File: src/rtl/iir_ff_if.sv
// Sample-in / result-out channel of the feed-forward IIR section.
// Upstream drives x/x_valid and watches x_ready; y/y_valid is a strobe without backpressure.
interface iir_ff_if #(
   parameter int PRECISION = 16
);
   logic signed [PRECISION-1:0] x;
   logic                        x_valid;
   logic                        x_ready;
   logic signed [PRECISION-1:0] y;
   logic                        y_valid;

   modport master (output x, x_valid, input  x_ready, y, y_valid);
   modport slave  (input  x, x_valid, output x_ready, y, y_valid);
endinterface

File: src/rtl/iir_ff.sv
// Feed-forward (b-coefficient) section of a direct-form-I IIR filter:
// y[n] = sat((sum b_k * x[n-k]) >>> Q), one shared MAC stepping through the M+1 taps.
module iir_ff #(
   parameter int M           = 1,
   parameter int PRECISION   = 16,
   parameter int COEFF_WIDTH = 14,
   parameter int Q           = 12
) (
   input  logic                           clk,
   input  logic                           rst_n,
   input  logic [(M+1)*COEFF_WIDTH-1:0]   packed_b_coeffs,
   iir_ff_if.slave                        bus
);
   localparam int PW  = PRECISION + COEFF_WIDTH;
   localparam int KW  = $clog2(M + 1);
   localparam int AW  = PW + KW;
   localparam int CPW = (M + 1) * COEFF_WIDTH;

   localparam logic [KW-1:0]        K_LAST = KW'(M);
   localparam logic signed [AW-1:0] Y_MAX  = {{(AW-PRECISION+1){1'b0}}, {(PRECISION-1){1'b1}}};
   localparam logic signed [AW-1:0] Y_MIN  = {{(AW-PRECISION+1){1'b1}}, {(PRECISION-1){1'b0}}};

   typedef enum logic [1:0] {S_IDLE, S_MAC, S_OUT} state_e;

   state_e                      state_q, state_d;
   logic signed [PRECISION-1:0] taps_q [M+1];
   logic signed [PRECISION-1:0] taps_d [M+1];
   logic [CPW-1:0]              coeffs_q, coeffs_d;
   logic signed [AW-1:0]        acc_q, acc_d;
   logic [KW-1:0]               k_q, k_d;
   logic signed [PRECISION-1:0] y_q, y_d;
   logic                        y_valid_q, y_valid_d;

   logic signed [COEFF_WIDTH-1:0] b_sel;
   logic signed [PRECISION-1:0]   t_sel;
   logic signed [PW-1:0]          prod;
   logic signed [AW-1:0]          acc_shr;

   assign b_sel   = coeffs_q[k_q*COEFF_WIDTH +: COEFF_WIDTH];
   assign t_sel   = taps_q[k_q];
   // Full product of a PRECISION x COEFF_WIDTH signed multiply always fits in PW bits.
   assign prod    = PW'(b_sel) * PW'(t_sel);
   assign acc_shr = acc_q >>> Q;

   assign bus.x_ready = rst_n && (state_q == S_IDLE);
   assign bus.y       = y_q;
   assign bus.y_valid = y_valid_q;

   always_comb begin
      // NOTE: every variable gets a default before the case so no path leaves it unassigned (no latches).
      state_d   = state_q;
      taps_d    = taps_q;
      coeffs_d  = coeffs_q;
      acc_d     = acc_q;
      k_d       = k_q;
      y_d       = y_q;
      y_valid_d = 1'b0;

      unique case (state_q)
         S_IDLE: begin
            if (bus.x_valid) begin
               taps_d[0] = bus.x;
               for (int i = 1; i <= M; i++) taps_d[i] = taps_q[i-1];
               coeffs_d = packed_b_coeffs;
               acc_d    = '0;
               k_d      = '0;
               state_d  = S_MAC;
            end
         end
         S_MAC: begin
            acc_d = acc_q + AW'(prod);
            k_d   = k_q + KW'(1);
            if (k_q == K_LAST) state_d = S_OUT;
         end
         S_OUT: begin
            if (acc_shr > Y_MAX)      y_d = Y_MAX[PRECISION-1:0];
            else if (acc_shr < Y_MIN) y_d = Y_MIN[PRECISION-1:0];
            else                      y_d = acc_shr[PRECISION-1:0];
            y_valid_d = 1'b1;
            state_d   = S_IDLE;
         end
         default: state_d = S_IDLE;
      endcase
   end

   always_ff @(posedge clk) begin
      // NOTE: state registers use non-blocking assignments so all of them update together at the edge.
      if (!rst_n) begin
         state_q   <= S_IDLE;
         taps_q    <= '{default: '0};
         acc_q     <= '0;
         k_q       <= '0;
         y_q       <= '0;
         y_valid_q <= 1'b0;
      end else begin
         state_q   <= state_d;
         taps_q    <= taps_d;
         acc_q     <= acc_d;
         k_q       <= k_d;
         y_q       <= y_d;
         y_valid_q <= y_valid_d;
      end
   end

   // NOTE: coefficient copy is deliberately left out of reset; it is always reloaded on sample accept before use.
   always_ff @(posedge clk) begin
      coeffs_q <= coeffs_d;
   end

endmodule

File: src/flat_wrapper.sv
// flat-port wrapper written by rule: the top's interface ports become plain ports
module iir_ff_flat 
#(
   parameter int M           = 1,
   parameter int PRECISION   = 16,
   parameter int COEFF_WIDTH = 14,
   parameter int Q           = 12
)
  (clk, rst_n, packed_b_coeffs, bus_x, bus_x_valid, bus_x_ready, bus_y, bus_y_valid);
  iir_ff_if #(.PRECISION(PRECISION)) bus_i ();
  input  logic clk;
  input  logic rst_n;
  input  logic [(M+1)*COEFF_WIDTH-1:0] packed_b_coeffs;
  input wire logic [$bits(bus_i.x)-1:0] bus_x;
  input wire logic [$bits(bus_i.x_valid)-1:0] bus_x_valid;
  output wire logic [$bits(bus_i.x_ready)-1:0] bus_x_ready;
  output wire logic [$bits(bus_i.y)-1:0] bus_y;
  output wire logic [$bits(bus_i.y_valid)-1:0] bus_y_valid;
  assign bus_i.x = bus_x;
  assign bus_i.x_valid = bus_x_valid;
  assign bus_x_ready = bus_i.x_ready;
  assign bus_y = bus_i.y;
  assign bus_y_valid = bus_i.y_valid;
  iir_ff #(.M(M), .PRECISION(PRECISION), .COEFF_WIDTH(COEFF_WIDTH), .Q(Q)) u_core (.clk(clk), .rst_n(rst_n), .packed_b_coeffs(packed_b_coeffs), .bus(bus_i));
endmodule
File: config.mk
export PLATFORM = sky130hd
export DESIGN_NAME = iir_ff_flat
export DESIGN_NICKNAME = d
export VERILOG_FILES = /design/src/rtl/iir_ff_if.sv /design/src/rtl/iir_ff.sv /design/src/flat_wrapper.sv
export SDC_FILE = /design/constraint.sdc
export NUM_CORES = 1
export LEC_CHECK = 0
export ABC_CLOCK_PERIOD_IN_PS = 10500
export CELL_PAD_IN_SITES_DETAIL_PLACEMENT = 1
export CELL_PAD_IN_SITES_GLOBAL_PLACEMENT = 2
export CORE_MARGIN = 2
export CORE_UTILIZATION = 45
export DETAILED_ROUTE_END_ITERATION = 10
export DONT_BUFFER_PORTS = 1
export GPL_ROUTABILITY_DRIVEN = 0
export PLACE_DENSITY = 0.87
export SLEW_MARGIN = 20
export SYNTH_ARGS = -nofsm -noshare
export SYNTH_HDL_FRONTEND = slang
export SYNTH_SLANG_ARGS = --single-unit
File: constraint.sdc
create_clock -name clk -period 10.5 [get_ports clk]
set_input_delay 2.625 -clock clk [delete_from_list [all_inputs] [get_ports clk]]
set_output_delay 2.625 -clock clk [all_outputs]
set_load 0.01 [all_outputs]
* Word-level counts from Yosys, hierarchy flattened
Cells that the tools add are included.
** Storage, ports and cells
- Register bits :: 111
- Bits in latches :: 0
- RAM bits :: 0
- Bits in read-only memories :: 0
- Input port bits :: 47
- Output and inout port bits :: 18
- Logic and storage cells :: 40
- Memories :: 0
** Cells by class
- Add/sub/neg operators :: 2
- Multipliers :: 2
- Divide/modulo/power cells :: 0
- Magnitude comparators :: 3
- Equality and inequality tests :: 4
- Shifts and indexed selects :: 1
- Mux-type cells :: 13
- Bitwise operators :: 1
- Reductions and logical operators :: 6
** Operators with widths (count)
- 16-bit 2-to-1 mux :: 5
- 31-bit one-hot mux with 2 select lines :: 1
- 31-bit by 30-bit adder with 31-bit output :: 1
- 31-bit 2-to-1 mux :: 1
- 14-bit by 16-bit multiplier with 30-bit output :: 1
- 28-bit by 6-bit variable part select with 14-bit output :: 1
- 19-bit by 16-bit greater-than comparator with 1-bit output (second input constant) :: 1
- 19-bit by 16-bit < comparator with 1-bit output (second input constant) :: 1
- 2-bit AND reduction :: 3
- 1-bit by 3-bit multiplier with 4-bit output (second input constant) :: 1
- 2-bit 2-to-1 mux :: 2
- 2-bit one-hot mux with 2 select lines :: 1
- 2-bit by 1-bit == test with 1-bit output (second input constant) :: 1
- 2-bit == test (second input constant) :: 1
- 2-bit greater-or-equal comparator (second input constant) :: 1
- 2-bit logical NOT :: 1
- 1-bit 2-to-1 mux :: 2
- 2-bit by 1-bit inequality test with 1-bit output (second input constant) :: 1
- 2-bit inequality test (second input constant) :: 1
- 1-bit inverter with 2-bit output :: 1
- 1-bit one-hot mux with 2 select lines :: 1
- 2-bit nonzero test :: 1
- 1-bit adder (second input constant) :: 1
- 1-bit logical AND :: 1

* Depth between registers and ports, before layout
- Word-level depth :: 7
- Mapped depth :: 26
- Depth with buffers taken out :: 23

* Worst setup path before layout
Ideal clock, no wire load.
- Kind :: reg2reg
- Start :: reg u_core.k_q
- End :: reg u_core.acc_q[30]
- Library setup time :: 0.127 ns
- Arrival time :: 6.768 ns
- Data required time :: 10.373 ns
- Path slack :: 3.605 ns
- Cell stages (with the launch flop) :: 25
- Buffers on the path :: 2
- Clock period less this slack :: 6.895 ns
- Cell sequence :: dfxtp_1 > buf_2 > buf_2 > mux2_2 > nand2_1 > inv_1 > fa_1 > inv_1 > fa_1 > inv_1 > fa_1 > fa_1 > fa_1 > inv_1 > fa_1 > inv_1 > ha_1 > a21o_1 > a21o_1 > a21oi_1 > o21ai_0 > a211o_1 > a221oi_2 > xnor2_1 > o21ai_1
** On the way
- Word-level cells in the longest chain between the ends :: 7
- Elaborated cells between the ends (all ways) :: 9
- Classes of those cells :: add/sub (1); mul (2); shift (1); mux (4); bitwise (1)
** RTL lines
- start, declared :: RTL line iir_ff.sv:30 : logic [KW-1:0] k_q, k_d;
- start signal, assigned :: RTL line iir_ff.sv:99 : k_q <= k_d;
- branches (longest 4 deep; another with 1-bit by 3-bit multiplier with 4-bit output)
- 14-bit by 16-bit multiplier with 30-bit output * :: RTL line iir_ff.sv:42 : assign prod = PW'(b_sel) * PW'(t_sel);
- 31-bit by 30-bit adder with 31-bit output * :: RTL line iir_ff.sv:71 : acc_d = acc_q + AW'(prod);
- 31-bit one-hot mux with 2 select lines * :: RTL line iir_ff.sv:59 : unique case (state_q)
- end signal, assigned :: RTL line iir_ff.sv:91 : acc_q <= '0;
- end signal, assigned :: RTL line iir_ff.sv:98 : acc_q <= acc_d;
- end, declared :: RTL line iir_ff.sv:29 : logic signed [AW-1:0] acc_q, acc_d;
Mark *: on every way between the ends. The select of a mux whose other input is x is not followed.
A chain may end at the register's enable or synchronous reset.

* Worst setup path in the final report
Ends and elaborated chain as after synthesis.

==> metrics <==
CTS tree=built; clock skew=between 0.015 and 0.02 ns; clock-pin transition on the worst setup and hold timing paths=about 0.080 ns; netlist area before placement=0.0140 mm^2; most area-consuming cells after synthesis=fa_1, dfxtp_1, inv_1; largest vdd supply drop=0.435 mV; Die Outline Area=about 0.033 mm^2; Yosys warning total=0; number of CTS-inserted buffers=9; most frequent cell after synthesis=inv_1; detailed-route DRC error count=0; Max Root-Sink Buffers=2; Total Wirelength=around 38,000 um; Area growth syn-to-layout=5.51%; Vias per Instance=between 5 and 6; cell-by-cell trace of the critical path=buf_4 > mux2_2 > nand2_1 > inv_1 > fa_1 > inv_1 > fa_1 > inv_1 > fa_1 > fa_1 > fa_1 > inv_1 > fa_1 > inv_1 > ha_1 > a21o_1 > a21o_1 > a21oi_1 > o21ai_0 > a211o_1 > a221oi_2 > xnor2_1 > o21ai_1; Post-CTS Setup Inserts=0; number of non-filler instances in the completed layout=1,937; setup_tns=0 ns; count of flip-flops with a built-in enable after synthesis=28; max_cap viols=0; global route total overflow=0; post-detail-place hpwl=31,800 um; number of cells in the design after placement=approximately 1.9k; number of antenna violations at the first check in global routing=0; diode insertion count for antenna repair=0; number of storage elements in the synthesis netlist=111; initial standard-cell utilization of the core=0.458; most instantiated cells after synthesis=inv_1, fa_1, nand2_1; maximum fanout along the worst path=19; worst-case headroom to the max-slew limit=0.236; hold buffer count at cts=0; Critical Path Max Stage Delay=0.65 ns; final hold violation count=0; leading area contributor after synthesis=fa_1; power density normalized to cell area=between 200 and 250 mW/mm^2; Worst EP required=10.75 ns; antenna-violating nets left=0; critical path type=flip-flop to flip-flop; Critical Path Sink Type=flip-flop; fraction of final layout cells with drive strength greater than 1=0.0513; row count=64; worst setup timing slack at the placement stage=between 2 and 3 ns; GR Util met1=0.288; initial DRC count=385; status=completed; Critical Path Most Common Cell=fa_1; PortBufs=0; total nets after synthesis=~2.0k; final setup violation count=0; depth of the CTS H-tree=3; number of distinct library cell variants in the gate-level netlist after synthesis=50; Final WS setup=2.66 ns; FFs w/ async S/R, synth=0; top-level port count=between 60 and 70; sequential area share after synthesis=0.178; via count=10.1k; number of max-slew violations in the final report=0; slowest CP cell=dfxtp_2; Worst setup SP type=flip-flop; pin count of the biggest net entering global routing=between 60 and 70; combined global-route utilization of all metal layers=0.244; timing-limited maximum frequency=approximately 130 MHz; Critical path buffers and inverters=6; Core Box Area=roughly 0.031 mm^2; Gate Count Post-Synth=1,555; x dimension of the die=roughly 180 um; detailed-routing iteration count for the pre-antenna-repair pass=6; Hold Path Class=flip-flop to flip-flop; clock latency of the later-clocked register in the worst-skew pair=0.38 ns; number of gates resized after cts=0; Final Net Count=just under 2k; worst path arrival time=just over 8 ns; most common flop cell mapped by yosys=dfxtp_1; post-layout min period=approximately 7.8 ns; clock tree sinks=roughly 110; global-route wire length before repair=61,300 um; final routed wire length divided by cell count=19.5 um; post-synthesis average cell area=9.03 um^2; met3 Use GR=0.0283; critical path's top delay family=adder cells; share of the synthesized area in the top cell type=0.376; Top Usage Layer GRT=met2; die extent in y=roughly 180 um; period utilisation layout=0.747; Worst-Margin Slew=1.11 ns; met2 routing resource usage after global routing=0.452; CTS Root Buffer Type=clkbuf_16; unrepaired setup endpoints after global routing=no; number of global-route vias before repair=about 11k; leakage power summed over all cells=roughly 0.0072 uW
[cell type report]
cell class	instances	area, um^2
Fill cell	3581	15900
Clock buffer	10	239
Timing Repair Buffer	21	158
Tap cell	396	495
Clock inverter	6	56.3
Sequential cell	111	2500
Inverter	349	1310
Multi-Input combinational cell	1044	10100
[metrics by stage]
step	util	hold WS [ns]	total power (uW)	cell area, um^2
after global placement	0.473	0.450	3300	14500
after CTS	0.483	0.467	3760	14800
after global routing	0.483	0.492	4150	14800
after floorplan	-	0.436	2640	14000
final	0.483	0.466	3700	14800
after detailed placement	0.473	0.454	3390	14500
[path summary, 6_finish.rpt]
check | from | endpoint | slack, ns | cells past startpoint
max reg2reg | u_core.k_q$_SDFFE_PN0P_ | u_core.acc_q[30]$_SDFFE_PN0P_ | 2.66 | 23
min | u_core.taps_q[0]$_SDFFE_PN0P_ | u_core.taps_q[0]$_SDFFE_PN0P_ | 0.47 | 2
max | u_core.k_q$_SDFFE_PN0P_ | u_core.acc_q[30]$_SDFFE_PN0P_ | 2.66 | 23
min reg2reg | u_core.taps_q[0]$_SDFFE_PN0P_ | u_core.taps_q[0]$_SDFFE_PN0P_ | 0.47 | 2
[power breakdown]
part	switching [uW]	internal, uW	leakage (uW)
sequential	45.4	484	0.000944
combinational	1680	1140	0.00613
clock	179	173	0.000147
[layer usage]
layer,share of wire,wire [um]
met5,0,0
met4,0.034,1270
met3,0.032,1190
met2,0.55,20800
met1,0.38,14500
[cells in the final DEF, fill, tap and decap left out, types with 3 or more instances in the layout]
master	netlist	final
dfxtp_1	83	82
and3_1	3	3
mux2_2	23	23
nor3b_1	4	4
a21oi_1	78	78
nand2_1	212	212
a21o_1	13	13
or2_2	6	6
a31oi_1	5	4
inv_6	0	4
a22oi_1	3	3
inv_1	348	347
xor2_1	8	8
nor2_1	155	155
nor3_1	7	6
nand2b_1	16	16
o21ai_0	42	42
and2_1	3	3
edfxtp_1	28	28
mux2i_1	33	31
o31ai_1	3	3
ha_1	88	88
xnor2_1	22	22
o21a_1	6	6
o31a_1	3	3
buf_4	0	21
fa_1	264	264
clkbuf_16	0	9
nand3_1	22	22
[flip-flops by register name, indices dropped and copies added, names as in the netlist]
signal              cells
u_core.taps_q          32
u_core.acc_q           31
u_core.coeffs_q        28
u_core.bus.y           16
u_core.state_q          2
u_core.bus.y_valid      1
u_core.k_q              1
[worst reg2reg max path, stage by stage (launching register included)]
cell and delay [ns]:
dfxtp_2 0.65, buf_4 0.39, mux2_2 0.50, nand2_1 0.61
inv_1 0.34, fa_1 0.58, inv_1 0.06, fa_1 0.55
inv_1 0.06, fa_1 0.48, fa_1 0.46, fa_1 0.52
inv_1 0.05, fa_1 0.47, inv_1 0.04, ha_1 0.35
a21o_1 0.20, a21o_1 0.16, a21oi_1 0.26, o21ai_0 0.13
a211o_1 0.33, a221oi_2 0.27, xnor2_1 0.17, o21ai_1 0.08
[cells by family (layout without fill, tap and decap cells)]
| group | after synthesis | in the layout | synth area share |
|---|---|---|---|
| xor gates and xnor gates | 30 | 30 | 0.0187 |
| DFF | 111 | 111 | 0.178 |
| and+or+nand+nor | 433 | 433 | 0.126 |
| buffers and inverters | 400 | 386 | 0.107 |
| muxes | 56 | 56 | 0.0420 |
| adders and majority gates | 352 | 352 | 0.455 |
| AOI/OAI and AO/OA | 173 | 173 | 0.0736 |
No activity file was read; power rests on OpenSTA's default activity.
